**config.mk**
```make
export PLATFORM = sky130hd
export DESIGN_NAME = mem_arbiter
export DESIGN_NICKNAME = d
export VERILOG_FILES = /design/src/rtl/mem_arbiter.sv
export SDC_FILE = /design/constraint.sdc
export NUM_CORES = 1
export LEC_CHECK = 0
export ABC_AREA = 1
export BUFFER_PORTS_ARGS = -buffer_cell sky130_fd_sc_hd__buf_2
export CORE_AREA = 2 2 112 114
export CTS_BUF_LIST = sky130_fd_sc_hd__clkbuf_8
export CTS_CLUSTER_DIAMETER = 30
export DETAILED_ROUTE_END_ITERATION = 10
export DIE_AREA = 0 0 114 116
export GPL_ROUTABILITY_DRIVEN = 0
export SYNTH_ARGS = -nofsm -noshare
export SYNTH_HDL_FRONTEND = slang
export SYNTH_SLANG_ARGS = --single-unit
```
**constraint.sdc**
```tcl
create_clock -name clk -period 1.7 [get_ports clk]
set_clock_uncertainty 0.15 [all_clocks]
set_input_delay 0.34 -clock clk [delete_from_list [all_inputs] [get_ports clk]]
set_output_delay 0.34 -clock clk [all_outputs]
set_load 0.005 [all_outputs]
```
**src/rtl/mem_arbiter.sv**
```systemverilog
// mem_arbiter: shares one single-port SRAM between NREQ requesters
// (index 0 = IFU fetch, index 1 = LSU), one transaction outstanding at a time.
//
// Ports
//   clk, rst                     clock, synchronous active-high reset
//   m_req_valid/ready            per-master request handshake
//   m_req_addr/wen/wdata/wmask   packed per-master request fields (master i at [i*W +: W])
//   m_rsp_valid/ready            per-master response handshake
//   m_rsp_rdata                  SRAM read data, broadcast to every master
//   s_req_*                      forwarded request to the SRAM
//   s_rsp_valid/ready/rdata      SRAM response channel
//   grant                        registered one-hot owner, 0 when idle
//
// Build option: define ARB_RR_EN for round-robin arbitration; otherwise the
// highest-index valid master wins and no priority pointer is built.
module mem_arbiter #(
  parameter int unsigned NREQ = 2,
  parameter int unsigned AW   = 32
) (
  input  logic               clk,
  input  logic               rst,
  input  logic [NREQ-1:0]    m_req_valid,
  output logic [NREQ-1:0]    m_req_ready,
  input  logic [NREQ*AW-1:0] m_req_addr,
  input  logic [NREQ-1:0]    m_req_wen,
  input  logic [NREQ*32-1:0] m_req_wdata,
  input  logic [NREQ*4-1:0]  m_req_wmask,
  output logic [NREQ-1:0]    m_rsp_valid,
  input  logic [NREQ-1:0]    m_rsp_ready,
  output logic [31:0]        m_rsp_rdata,
  output logic               s_req_valid,
  input  logic               s_req_ready,
  output logic [AW-1:0]      s_req_addr,
  output logic               s_req_wen,
  output logic [31:0]        s_req_wdata,
  output logic [3:0]         s_req_wmask,
  input  logic               s_rsp_valid,
  output logic               s_rsp_ready,
  input  logic [31:0]        s_rsp_rdata,
  output logic [NREQ-1:0]    grant
);

  localparam int unsigned IW = (NREQ > 1) ? $clog2(NREQ) : 1;

  localparam logic [1:0] S_IDLE = 2'd0;
  localparam logic [1:0] S_REQ  = 2'd1;
  localparam logic [1:0] S_RSP  = 2'd2;

  logic [1:0]      state, state_nxt;
  logic [NREQ-1:0] grant_nxt;
  logic [IW-1:0]   owner;
  logic [IW-1:0]   win_idx;

  logic [AW-1:0]   addr_arr  [NREQ];
  logic [31:0]     wdata_arr [NREQ];
  logic [3:0]      wmask_arr [NREQ];

`ifdef ARB_RR_EN
  logic [IW-1:0]   ptr, ptr_nxt;
`endif

  // Unpack the flat master buses so the owner can select by index
  for (genvar i = 0; i < int'(NREQ); i++) begin : g_unpack
    assign addr_arr[i]  = m_req_addr[i*AW +: AW];
    assign wdata_arr[i] = m_req_wdata[i*32 +: 32];
    assign wmask_arr[i] = m_req_wmask[i*4 +: 4];
  end

  // Owner index decoded from the registered one-hot grant
  always_comb begin
    owner = '0;
    for (int i = 0; i < int'(NREQ); i++) begin
      if (grant[i]) owner = IW'(i);
    end
  end

  // Arbitration winner among currently valid masters
  always_comb begin
    win_idx = '0;
`ifdef ARB_RR_EN
    // Walk downward in offset so the closest valid master at/after ptr wins
    for (int k = int'(NREQ) - 1; k >= 0; k--) begin
      if (m_req_valid[IW'((int'(ptr) + k) % int'(NREQ))])
        win_idx = IW'((int'(ptr) + k) % int'(NREQ));
    end
`else
    for (int i = 0; i < int'(NREQ); i++) begin
      if (m_req_valid[i]) win_idx = IW'(i);
    end
`endif
  end

  // State, grant and pointer registers
  always_ff @(posedge clk) begin
    if (rst) begin
      state <= S_IDLE;
      grant <= '0;
`ifdef ARB_RR_EN
      ptr   <= '0;
`endif
    end else begin
      state <= state_nxt;
      grant <= grant_nxt;
`ifdef ARB_RR_EN
      ptr   <= ptr_nxt;
`endif
    end
  end

  // Next-state and forwarding logic, all driven from the registered grant
  always_comb begin
    state_nxt   = state;
    grant_nxt   = grant;
`ifdef ARB_RR_EN
    ptr_nxt     = ptr;
`endif
    m_req_ready = '0;
    m_rsp_valid = '0;
    s_req_valid = 1'b0;
    s_rsp_ready = 1'b0;
    s_req_addr  = addr_arr[owner];
    s_req_wen   = m_req_wen[owner];
    s_req_wdata = wdata_arr[owner];
    s_req_wmask = wmask_arr[owner];

    case (state)
      S_IDLE: begin
        // No ready here: arbitration takes one full cycle
        if (|m_req_valid) begin
          grant_nxt = NREQ'(1) << win_idx;
          state_nxt = S_REQ;
        end
      end
      S_REQ: begin
        s_req_valid        = m_req_valid[owner];
        m_req_ready[owner] = s_req_ready;
        if (m_req_valid[owner] && s_req_ready) state_nxt = S_RSP;
      end
      S_RSP: begin
        m_rsp_valid[owner] = s_rsp_valid;
        s_rsp_ready        = m_rsp_ready[owner];
        if (s_rsp_valid && m_rsp_ready[owner]) begin
          state_nxt = S_IDLE;
          grant_nxt = '0;
`ifdef ARB_RR_EN
          ptr_nxt   = IW'((int'(owner) + 1) % int'(NREQ));
`endif
        end
      end
      default: begin
        state_nxt = S_IDLE;
        grant_nxt = '0;
      end
    endcase
  end

  assign m_rsp_rdata = s_rsp_rdata;

endmodule

```
=== Word-level counts from Yosys, hierarchy flattened ===
Cells that the tools add are included.

* Register bits after elaboration: 4
* Latch bits: 0
* RAM bits: 0
* Memory bits (read-only): 0
* Bits of input ports: 178
* Memories kept: 0

* $add $sub $neg: 0
* $mul: 0
* Divide/modulo/power cells: 0
* $lt $le $gt $ge: 3
* Equality and inequality tests: 5
* Shifts and indexed selects: 1
* Mux-type cells: 29
* Bitwise logic cells: 4
* Reduce and logical (&&, ||, !) cells: 7

{| class="wikitable"
|+ Operators by type and width
! kind !! count
|-
| 32-bit two-way mux || 6
|-
| 2-bit two-way mux || 6
|-
| 4-bit two-way mux || 3
|-
| 2-bit one-hot mux with 3 select lines || 2
|-
| 1-bit two-way mux || 11
|-
| 2-bit != test (second input constant) || 3
|-
| 3-bit AND reduction || 2
|-
| 2-bit bitwise AND || 2
|-
| 1-bit logical AND || 3
|-
| 2-bit by 1-bit equality test with 1-bit output (second input constant) || 1
|-
| 2-bit equality test (second input constant) || 1
|-
| 2-bit greater-or-equal comparator (second input constant) || 1
|-
| 2-bit logical NOT || 1
|-
| 1-bit by 2-bit < comparator with 1-bit output (second input constant) || 1
|-
| 1-bit NOT with 2-bit output || 1
|-
| 2-bit OR reduction || 1
|-
| 1-bit by 1-bit << shifter with 2-bit output (first input constant) || 1
|-
| 1-bit demux with 1-bit select || 1
|-
| 1-bit greater-or-equal comparator (second input constant) || 1
|-
| 1-bit NOT || 1
|}

=== Logic depth before layout (Yosys ltp) ===
* Depth after elaboration: 7
* Depth in mapped cells: 8
* Mapped depth without buffers: 8

=== Worst setup path before layout ===
OpenSTA, ideal clock, no wires.

* Path type: register to output
* Start point: register grant[1]
* End point: output port m_rsp_valid[0]
* Arrival: 0.875 ns
* Path slack: 0.335 ns
* Stages on the path, launching flop included: 4
* Path buffers: 2
* Cell sequence: dfxtp_1 > buf_4 > buf_2 > nor3_1

* Cells in the longest elaborated chain, start to end: 7
* Elaborated cells between the ends (all ways): 8

{| class="wikitable"
|+ Ends and longest elaborated chain
! element !! RTL line !! source
|-
| start, declared || 40 || <nowiki>output logic [NREQ-1:0] grant</nowiki>
|-
| start signal, assigned || 103 || <nowiki>grant <= grant_nxt;</nowiki>
|-
| 1-bit two-way mux * || 73 || <nowiki>if (grant[i]) owner = IW'(i);</nowiki>
|-
| 1-bit by 2-bit < comparator with 1-bit output (not written as such) or 1-bit greater-or-equal comparator (tied branches) || 140 || <nowiki>m_rsp_valid[owner] = s_rsp_valid;</nowiki>
|-
| 1-bit logical AND (not written as such) || 140 ||
|-
| 1-bit two-way mux (not written as such) || 140 ||
|-
| 1-bit demux with 1-bit select * || 140 ||
|-
| 2-bit bitwise AND (no line) * || n/a ||
|-
| 2-bit two-way mux * || 126 || <nowiki>case (state)</nowiki>
|-
| end, declared || 28 || <nowiki>output logic [NREQ-1:0] m_rsp_valid,</nowiki>
|}

Every way passes the cells marked *; elsewhere a longest branch is shown, timed or not.

=== Worst setup path after layout ===
* Start point: register grant[1]
* End point: output port s_req_valid

* Cells in the longest elaborated chain, start to end: 4

{| class="wikitable"
|+ Ends and longest elaborated chain
! element !! RTL line !! source
|-
| 1-bit two-way mux || 73 ||
|-
| 1-bit two-way mux (not written as such) (2 in a row) || 135 || <nowiki>s_req_valid = m_req_valid[owner];</nowiki>
|-
| 1-bit two-way mux || 126 ||
|-
| end, declared || 31 || <nowiki>output logic s_req_valid,</nowiki>
|}

No other way between the ends. The select of a mux whose other input is x is not followed.

==> metrics.md <==
| Metric | Value |
|---|---|
| Seq/Total Area, Yosys | 5.82% |
| CP Data Required Time | 1210 ps |
| Initial Utilization | 11.5% |
| Worst Setup Start Kind | flip-flop |
| Largest net degree at the start of global routing | 39 |
| Hold WS | 161 ps |
| Status | finished clean |
| GRT Total Usage | 8.56% |
| CTS tree | done |
| Routed vias | 2316 |
| Gr ovfl total | 0 |
| Clock power frac | 17.1% |
| DRT Wirelength | 6540 um |
| Clock Latency Late Sink | 210 ps |
| Share of total power in sequential cells | 10.5% |
| # H-tree levels | 1 |
| Final worst slack | 39.9 ps |
| Sw Ratio | 40.2% |
| Number of cell rows | 40 |
| Initial antenna violation count | 1 |
| Synthesis-to-layout area growth | 91.4% |
| Post-CTS Hold Fix Bufs | 0 |
| Comb power frac | 72.4% |
| Pwr Density | 435 mW/mm^2 |
| Unique masters post-synth | 14 |
| Die Ht | 116 um |
| Avg Synthesized Cell Area | 4.49 sq um |
| Clock transition at path regs | 30 ps |
| IO Pins | 287 |
| Tcrit/Tclk final | 97.7% |
| Initial drt markers | 49 |
| Internal power | 0.684 mW |
| Post-Syn Instances | 306 |
| Hold Path Class | in2reg |
| Max-Slew Margin vs Limit | 85.4% |
| Post-DP HPWL | 5320 um |
| Critical Path AT | 1170 ps |
| DR WL/cell | 10.2 um |
| FMAX | 0.602 GHz |
| Setup tns final | 0 ps |
| CP max FO | 19 |
| RSZ-0062 raised after global routing | true |
| Fin. max-slew vios | 0 |
| Post-synth top cells | nand2_1, buf_4, inv_1 |
| Yosys warns | 0 |
| Critical path endpoint category | primary output |
| First-pass GRT wire length | 9180 um |
| IR drop worst, VDD | 0.151 mV |
| Synth top area cells | nand2_1, buf_4, dfxtp_1 |
| Synthesized flop and latch total | 4 |
| Max_cap viols | 0 |
| FF+latch area | 85.1 sq um |
| Multi-input gate area | 958 sq um |
| Die W | 114 um |
| Least-Margin Pin Slew | 219 ps |
| Synthesized Nets | 484 |
| Share of cells above drive strength 1 | 50.8% |
| Setup Slack @ Placement | 97.7 ps |
| Final Hold Fails | 0 |
| Synthesized area | 0.00138 sq mm |
| Filler cells | 1360 |
| CTS Root Buffer Type | clkbuf_8 |
| LEAKAGE | 1.76 nW |
| Max Buffers Root-to-Sink | 2 |
| Via density per instance | 3.62 |
| CORE AREA | 0.0119 sq mm |
| Area share of the largest cell type after synthesis | 60.3% |
| Fin crit period | 1660 ps |
| Synth Flop Type | dfxtp_1 |
| Async SR Flop Fraction | 0% |
| NetSw | 0.460 mW |
| Die area | 0.0132 sq mm |
| DRT Pass-1 Iters | 4 |
| Num CTS Buffers | 3 |
| Sink Count | 4 |
| Final net count | 672 |
| # DRC | 0 |
| EDFF count, synth | 0 |
| Final setup vio count | 0 |
| PortBufs | 222 |
| Top-count cell post-synth | nand2_1 |
| Final antenna-violating net count | 0 |
| Yosys top cell by area | nand2_1 |
| Vias in the first global route | 1987 |
| Crit Path Class | reg2out |
## flip-flops by register name, indices dropped and copies added (netlist names)
register / flops
state: 2
grant: 2
## path summary, 6_finish.rpt
path / endpoint / from / slack, ps / depth (start not counted)
setup reg to reg: grant[1] / grant[1] / 360 / 7
hold reg to reg: grant[0] / grant[0] / 350 / 2
hold / removal: grant[1] / rst / 160 / 2
setup / recovery: s_req_valid / grant[1] / 40 / 5
## metrics by stage
stage	area (sq um)	std cells	util, %	total power [mW]
floorplan	1380	306	-	0.516
global placement	2470	633	20.8	0.902
global route	2630	639	22.1	1.27
detailed placement	2470	633	20.8	0.902
CTS	2560	637	21.5	1.13
finish	2630	640	22.1	1.14
## layout make-up
cell class	count	share of cell area, %
Timing Repair Buffer	231	49.4
Multi-Input combinational cell	241	36.4
Tap cell	147	6.99
Sequential cell	4	3.23
Inverter	13	2.33
Clock buffer	3	1.57
Antenna cell	1	0.0951
## cells in the final DEF, fill, tap and decap left out
| master | instances |
|---|---|
| nor3_2 | 3 |
| a21oi_1 | 4 |
| dfxtp_1 | 2 |
| buf_12 | 8 |
| inv_2 | 1 |
| clkinv_8 | 1 |
| nand2_1 | 217 |
| nor2_1 | 4 |
| dfxtp_2 | 1 |
| o21ai_1 | 1 |
| dfxtp_4 | 1 |
| nor3_1 | 1 |
| nand3_1 | 2 |
| buf_2 | 222 |
| nand2_2 | 4 |
| nor2_2 | 4 |
| inv_1 | 11 |
| buf_16 | 1 |
| diode_2 | 1 |
| clkbuf_8 | 3 |
| o21ai_2 | 1 |
## logic make-up (layout without fill, tap and decap cells)
family	after synthesis	in the layout	synth area share, %
AND/OR/NAND/NOR	235	235	65.1
buffers and inverters	61	247	26.7
flip-flops	4	4	5.82
AO/OA/AOI/OAI	6	6	2.46
other	0	1	0
## routing by layer
layer | track usage (%) | share of wire (%)
met3 | 2.93 | 9.3
met5 | 0 | 0
met1 | 10.8 | 42
met2 | 14.4 | 48
met4 | 1.46 | 0.86
## power groups by stage
| stage | Sequential, mW | Clock, mW | Combinational (mW) |
|---|---|---|---|
| 6_report | 0.120 | 0.195 | 0.827 |
| 4_1_cts | 0.118 | 0.202 | 0.814 |
| 2_1_floorplan | 0.114 | 0 | 0.401 |
| 3_5_place_dp | 0.116 | 0 | 0.785 |
| 5_1_grt | 0.121 | 0.209 | 0.940 |
| 3_3_place_gp | 0.116 | 0 | 0.786 |
## what timing repair did
| item | CTS | global route |
|---|---|---|
| setup buffers | 0 | 2 |
| pin swaps | 0 | 2 |
| setup endpoints to repair | 65 | 29 |
| gates resized for setup | 5 | 11 |
| cloned | 1 | 0 |
## worst max-delay path: stages (launching register included)
cell and delay (ps):
dfxtp_4 420, buf_12 180, nand2_1 70, o21ai_2 80
nor2_2 60, buf_2 130
Note: power is estimated with default switching activity, not from simulation.
